[src/rtl/cmp_window_stats.sv]
// Windowed statistics on comparator samples; the report registers on the edge accepting the WINDOW-th sample.
// in_ready is low while a report is held; the report holds until out_ready, and the upstream must hold its sample.
module cmp_window_stats #(
  parameter int WIDTH  = 4,
  parameter int WINDOW = 16,
  parameter int CNT_W  = 8
) (
  input  logic             clk,
  input  logic             rst_n,
  input  logic             in_valid,
  output logic             in_ready,
  input  logic [WIDTH-1:0] a,
  input  logic [WIDTH-1:0] b,
  input  logic             greater,
  input  logic             lesser,
  input  logic             equal,
  output logic             out_valid,
  input  logic             out_ready,
  output logic [CNT_W-1:0] gt_count,
  output logic [CNT_W-1:0] lt_count,
  output logic [CNT_W-1:0] eq_count,
  output logic [CNT_W-1:0] err_count,
  output logic [CNT_W-1:0] eq_run_max,
  output logic [WIDTH-1:0] max_a,
  output logic [WIDTH-1:0] min_b
);

  typedef enum logic {ACCUM, REPORT} state_t;

  typedef struct packed {
    logic [CNT_W-1:0] gt;
    logic [CNT_W-1:0] lt;
    logic [CNT_W-1:0] eq;
    logic [CNT_W-1:0] err;
    logic [CNT_W-1:0] run_max;
    logic [WIDTH-1:0] max_a;
    logic [WIDTH-1:0] min_b;
  } stats_t;

  // Window-start values: all counts and max_a zero, min_b saturated high.
  localparam stats_t STATS_INIT = stats_t'({{(5*CNT_W+WIDTH){1'b0}}, {WIDTH{1'b1}}});
  localparam int SCW = 8;

  state_t           state_q, state_d;
  logic [SCW-1:0]   sample_cnt;
  logic [CNT_W-1:0] run_q, run_d;
  stats_t           acc_q, acc_d, rpt_q;
  logic             accept, last_sample;
  logic             a_gt, a_lt, a_eq, flag_err;

  always_comb begin
    state_d   = state_q;
    in_ready  = 1'b0;
    out_valid = 1'b0;
    case (state_q)
      ACCUM: begin
        in_ready = 1'b1;
        if (in_valid && last_sample) state_d = REPORT;
      end
      REPORT: begin
        out_valid = 1'b1;
        if (out_ready) state_d = ACCUM;
      end
      default: state_d = ACCUM;
    endcase
  end

  assign accept      = in_valid && in_ready;
  assign last_sample = (sample_cnt == SCW'(WINDOW - 1));

  // Classification always follows the internal compare; the flags only feed the error count.
  always_comb begin
    a_gt     = (a > b);
    a_lt     = (a < b);
    a_eq     = (a == b);
    flag_err = ({greater, lesser, equal} != {a_gt, a_lt, a_eq});
    run_d    = a_eq ? run_q + CNT_W'(1) : '0;
    acc_d         = acc_q;
    acc_d.gt      = acc_q.gt  + CNT_W'(a_gt);
    acc_d.lt      = acc_q.lt  + CNT_W'(a_lt);
    acc_d.eq      = acc_q.eq  + CNT_W'(a_eq);
    acc_d.err     = acc_q.err + CNT_W'(flag_err);
    acc_d.run_max = (run_d > acc_q.run_max) ? run_d : acc_q.run_max;
    acc_d.max_a   = (a > acc_q.max_a) ? a : acc_q.max_a;
    acc_d.min_b   = (b < acc_q.min_b) ? b : acc_q.min_b;
  end

  always_ff @(posedge clk or negedge rst_n) begin
    if (!rst_n) begin
      state_q    <= ACCUM;
      sample_cnt <= '0;
      run_q      <= '0;
      acc_q      <= STATS_INIT;
      rpt_q      <= '0;
    end else begin
      state_q <= state_d;
      if (accept) begin
        if (last_sample) begin
          rpt_q      <= acc_d;
          acc_q      <= STATS_INIT;
          run_q      <= '0;
          sample_cnt <= '0;
        end else begin
          acc_q      <= acc_d;
          run_q      <= run_d;
          sample_cnt <= sample_cnt + SCW'(1);
        end
      end
    end
  end

  assign gt_count   = rpt_q.gt;
  assign lt_count   = rpt_q.lt;
  assign eq_count   = rpt_q.eq;
  assign err_count  = rpt_q.err;
  assign eq_run_max = rpt_q.run_max;
  assign max_a      = rpt_q.max_a;
  assign min_b      = rpt_q.min_b;

endmodule
[config.mk]
export PLATFORM = sky130hd
export DESIGN_NAME = cmp_window_stats
export DESIGN_NICKNAME = d
export VERILOG_FILES = /design/src/rtl/cmp_window_stats.sv
export SDC_FILE = /design/constraint.sdc
export NUM_CORES = 1
export LEC_CHECK = 0
export CORE_UTILIZATION = 47
export CTS_CLUSTER_DIAMETER = 100
export DETAILED_ROUTE_END_ITERATION = 7
export PLACE_DENSITY = 0.73
export SYNTH_ARGS = -nofsm -noshare
export SYNTH_HDL_FRONTEND = slang
export SYNTH_SLANG_ARGS = --single-unit
[constraint.sdc]
create_clock -name clk -period 8.6 [get_ports clk]
set_input_delay 1.72 -clock clk [delete_from_list [all_inputs] [get_ports clk]]
set_output_delay 1.72 -clock clk [all_outputs]
set_load 0.01 [all_outputs]
# After elaboration in Yosys (flattened, before gate mapping)

Index checks and enable logic that the tools add are counted.

$add $sub $neg: 6
Muxes and demuxes: 12
Order comparisons: 5
Bitwise operators: 1
Eq/ne operators: 3
Reductions and logical operators: 3

Operators by type and width:

| operator                                                               | count |
|---|---|
| 48-bit 2-to-1 mux                                                      | 1 |
| 8-bit by 1-bit adder with 8-bit output                                 | 4 |
| 8-bit 2-to-1 mux                                                       | 4 |
| 8-bit by 1-bit adder with 8-bit output (second input constant)         | 2 |
| 8-bit by 4-bit equality test with 1-bit output (second input constant) | 1 |
| 4-bit > comparator                                                     | 2 |
| 8-bit > comparator                                                     | 1 |
| 4-bit < comparator                                                     | 2 |
| 4-bit 2-to-1 mux                                                       | 2 |
| 4-bit equality test                                                    | 1 |
| 1-bit 2-to-1 mux                                                       | 4 |
| 3-bit inequality test                                                  | 1 |
| 1-bit logical AND                                                      | 2 |
| 1-bit one-hot mux with 2 select lines                                  | 1 |
| 2-bit AND reduction                                                    | 1 |
| 1-bit inverter                                                         | 1 |

Output and inout bits: 50
Flip-flop bits (word level): 113
Bits of input ports: 15

# Longest topological paths before layout

Depth in word-level cells: 5
Gate-level depth with buffers: 16
Mapped depth without buffers: 15

# Worst setup path before layout

Ideal clock, no wire load.

Path type: input to register
Start point: input port b[3]
End point: register acc_q[13] in the netlist's numbering
Arrival: 4.499 ns
Setup time: 0.135 ns
Cell stages on the path: 15
Path slack: 3.966 ns
Cells stage by stage: inv_1 -> ha_1 -> nand4_2 -> clkbuf_1 -> nor2_1 -> ha_1 -> a21oi_1 -> o311ai_0 -> o211ai_1 -> a211oi_4 -> or2_1 -> buf_6 -> buf_12 -> a32oi_1 -> o31ai_2

Cells in the longest elaborated chain, start to end: 5

Ends and longest elaborated chain:

| element                 | line | RTL |
|---|---|---|
| from (decl)             | 13   | `input logic [WIDTH-1:0] b,` |
| 4-bit equality test (*) | 75   | `a_eq = (a == b);` |
| 8-bit 2-to-1 mux (*)    | 77   | `run_d = a_eq ? run_q + CNT_W'(1) : '0;` |
| 8-bit > comparator      | 83   | `acc_d.run_max = (run_d > acc_q.run_max) ? run_d : acc_q.run_max;` |
| 8-bit 2-to-1 mux (*)    | 83   |  |
| 48-bit 2-to-1 mux (*)   | 98   | `if (last_sample) begin` |
| to (signal assigned)    | 93   | `acc_q <= STATS_INIT;` |
| to (signal assigned)    | 100  | `acc_q <= STATS_INIT;` |
| to (signal assigned)    | 104  | `acc_q <= acc_d;` |
| to (decl)               | 47   | `stats_t acc_q, acc_d, rpt_q;` |

Mark *: on every way between the ends. The rest lies on a longest branch, timed or not.
A chain may end at the register's enable or synchronous reset.

# Worst setup path in the final report

Start point: input port b[3]
End point: register acc_q[11] in the netlist's numbering

Same word-level chain as after synthesis.

==> results.tsv <==
stage	metric	value	unit
run	Max-cap violations	0	
cells_and_area	share of cells above drive strength 1	9.065	%
global_routing	first-pass GRT wire length	23250	µm
sta	slew margin rel.	18.64	%
global_routing	pin count of the biggest net entering global routing	68	
drt	initial drt markers	341	
cells_and_area	Final Instance Area	7263	µm²
cts	worst skew pair latency	0.41	ns
sta	Pins Over Slew Limit	0	
global_routing	gr ovfl total	0	
synthesis	area leader, netlist	dfrtp_1	
cts	clk sinks	113	
pwr	Net Sw Frac	35.13	%
cts	# resized after CTS	0	
cells_and_area	diode count	0	
cts	TritonCTS clock tree	yes	
pwr	Logic pwr share	33.2	%
pwr	pwr/cell area	290.5	nW/µm²
cts	worst-case clock buffer depth	2	
placement	number of port buffers	64	
synthesis	Mapped Area	5969	µm²
die	IO Count	65	
cts	CTS Hold Bufs	0	
global_routing	vias in the first global route	4766	
critical_path	Critical Path Sink Type	flop	
hold_path	worst hold path class	flop to flop	
cells_and_area	Area Growth Syn to Fin	21.67	%
synthesis	Avg Inst Size Synth	9.521	µm²
synthesis	Unique masters post-synth	51	
drt	WL/cell	16.02	µm
critical_path	Crit path largest cell delay	0.93	ns
cells_and_area	post-layout net count	727	
critical_path	startpoint types	input pin	
global_routing	global-route usage over all layers	22.84	%
sta	Setup Skew	0.007959	ns
drt	Antenna Violating Nets Remaining	0	
sta	minimum clock period	5.511	ns
synthesis	Synth Instances	627	
die	die height	114.7	µm
pwr	Final Power	0.002110	W
global_routing	initial antenna violation count	0	
synthesis	Synth area leaders	dfrtp_1 (46%), nand2_1 (8.1%), o21ai_0 (6.5%), ha_1 (5.7%), xnor2_1 (3.4%)	
drt	routed wire length	13820	µm
pwr	P_leak	3.183	nW
synthesis	sequential-to-total area share from yosys stat	47.45	%
pwr	Max IR drop VDD	0.1511	mV
placement	HPWL after DPL	9400	µm
critical_path	Critical-path top delay cell	a31oi_2	
cells_and_area	leading cell type in the layout, fill and taps excluded	nand2_1	
critical_path	CP dominant cell by count	ha_1	
cts	H-tree levels	4	
critical_path	Worst Path Max Fanout	23	
pwr	Internal Power	0.001369	W
cts	Clock transition at path regs	0.05	ns
die	Initial Util	48.88	%
synthesis	Async S/R FF share, synth	100.0	%
critical_path	Critical Path, Cell by Cell	clkdlybuf4s50_1 -> inv_1 -> ha_1 -> nand4_2 -> nor2_1 -> ha_1 -> nand2_1 -> nor3_1 -> and3_1 -> a32o_1 -> a31oi_2 -> and2_4 -> o31ai_2	
outcome	status	completed	
critical_path	Worst EP required	8.89	ns
cts	clock root buffer	clkbuf_16	
synthesis	flops & latches, synth	113	
synthesis	share of the synthesized area in the top cell type	45.69	%
synthesis	Yosys Warn Count	0	
drt	via count	4836	
sta	RSZ-0062 raised after global routing	false	
pwr	Seq pwr share	35.9	%
drt	DRC viols	0	
sta	final setup violating endpoints	0	
die	Core ar.	12210	µm²
synthesis	most common flop cell mapped by yosys	dfrtp_1	
synthesis	Post-synth EDFFs	0	
sta	Setup TNS	0	ns
cts	Num CTS Buffers	17	
die	Die Wd	114.7	µm
drt	DR pass1 iterations	5	
pwr	sw power	0.0007411	W
die	die footprint	13160	µm²
cells_and_area	most frequent cells in the layout	nand2_1 (128), dfrtp_1 (109), o21ai_0 (77)	
pwr	clock power share	30.9	%
synthesis	syn nets	669	
sta	Fin. Hold Viols	0	
sta	actual slew at the worst max-slew pin	1.217	ns
critical_path	Setup CP Type	input pin to flop	
die	Cell Rows	40	
drt	vias per cell	5.604	
placement	DP Area	6718	µm²
placement	routability cong.	0.9653	
critical_path	Worst Path Arrival	5.80	ns
sta	Final Cycle Share	64.08	%
cts	postcts setup bufs	0	
sta	f_max	181.5	MHz
-- synth_stat cells (2+ instances only) --
cell	number
a21o_1	9
a21oi_1	12
a22o_1	15
a31oi_1	2
a32oi_1	4
a41oi_1	6
a41oi_2	5
and2_1	3
and3_1	14
and4_1	4
buf_12	2
buf_2	3
clkbuf_1	26
dfrtp_1	109
dfstp_2	4
ha_1	27
inv_1	19
mux2i_1	6
nand2_1	129
nand2b_1	5
nand3_1	17
nand4_1	4
nor2_1	27
nor2b_1	4
nor3_1	13
o211ai_1	7
o21a_1	2
o21ai_0	77
o21ai_2	2
o22a_1	3
o22ai_1	3
o31ai_1	4
o31ai_2	6
xnor2_1	23
xor2_1	15
-- sequential cells by signal, summed over array words and instances (netlist names) --
| name | flops |
|---|---|
| state_q | 1 |
| acc_q | 48 |
| run_q | 8 |
| eq_run_max | 8 |
| gt_count | 8 |
| lt_count | 8 |
| err_count | 8 |
| min_b | 4 |
| sample_cnt | 8 |
| max_a | 4 |
| eq_count | 8 |
-- path summary, 6_finish.rpt --
path	start	to	slack, ns	cells past startpoint
max in group asynchronous	rst_n	acc_q[47]$_DFFE_PN0P_	5.99	2
worst max register to register	run_q[2]$_DFFE_PN0P_	acc_q[11]$_DFFE_PN0P_	4.88	12
worst min register to register	lt_count[5]$_DFFE_PN0P_	lt_count[5]$_DFFE_PN0P_	0.47	2
min in group asynchronous	rst_n	acc_q[7]$_DFFE_PN0P_	1.33	1
worst max-delay path	b[3]	acc_q[11]$_DFFE_PN0P_	3.09	13
worst min-delay path	lt_count[5]$_DFFE_PN0P_	lt_count[5]$_DFFE_PN0P_	0.47	2
-- layer usage --
| layer | track usage, % | vias to the layer above | part of all wire [%] | routed length (µm) |
|---|---|---|---|---|
| met5 | 0 | - | 0 | 0 |
| met4 | 9.610 | 0 | 2.2 | 308 |
| met3 | 5.876 | 28 | 4.8 | 662 |
| met2 | 35.80 | 143 | 47 | 6503 |
| met1 | 30.20 | 2343 | 46 | 6349 |
| li1 | - | 2322 | - | - |
-- final cells by class --
type | count | area [µm²]
clock inverter | 6 | 57.56
fill | 1057 | 4949
sequential | 113 | 2833
clock buffer | 23 | 488.0
tap | 168 | 210.2
timing repair buffer | 71 | 690.7
inverter | 19 | 71.32
multi-input combinational | 463 | 2913
-- power by group through the flow --
stage | clock network (W) | registers (W) | logic (W)
2_1_floorplan | 0 | 0.000763 | 0.000530
3_3_place_gp | 0 | 0.000759 | 0.000677
3_5_place_dp | 0 | 0.000764 | 0.000696
4_1_cts | 0.000657 | 0.000758 | 0.000703
5_1_grt | 0.000689 | 0.000774 | 0.000777
6_report | 0.000651 | 0.000758 | 0.000700
-- cells by family (layout without fill, tap and decap cells) --
logic type      Yosys count  count (layout)  share of synthesized area [%]
simple gates            227             227                          17.21
compound gates          165             165                          19.16
flops                   113             113                          47.45
buf+inv                  51             119                          3.940
xor+xnor                 38              38                          5.575
fa+ha+maj                27              27                          5.659
mux                       6               6                          1.006
-- critical path, delay by kind of cell --
family | cells | cell delay, ns
fa+ha+maj | 2 | 0.68
buf+inv | 2 | 0.58
simple gates | 6 | 1.57
compound gates | 3 | 1.23
-- through the flow --
step | hold WS, ns | utilization, % | setup slack (ns) | instances
after CTS | 0.4808 | 59.48 | 3.137 | 863
after global routing | 0.5027 | 59.48 | 2.873 | 863
after detailed placement | 0.4683 | 55.01 | 2.744 | 834
final | 0.4731 | 59.48 | 3.089 | 863
after global placement | 0.4591 | 55.01 | 2.880 | 834
after floorplan | 0.4463 | - | 3.966 | 627
No activity file was read; power rests on OpenSTA's default activity.
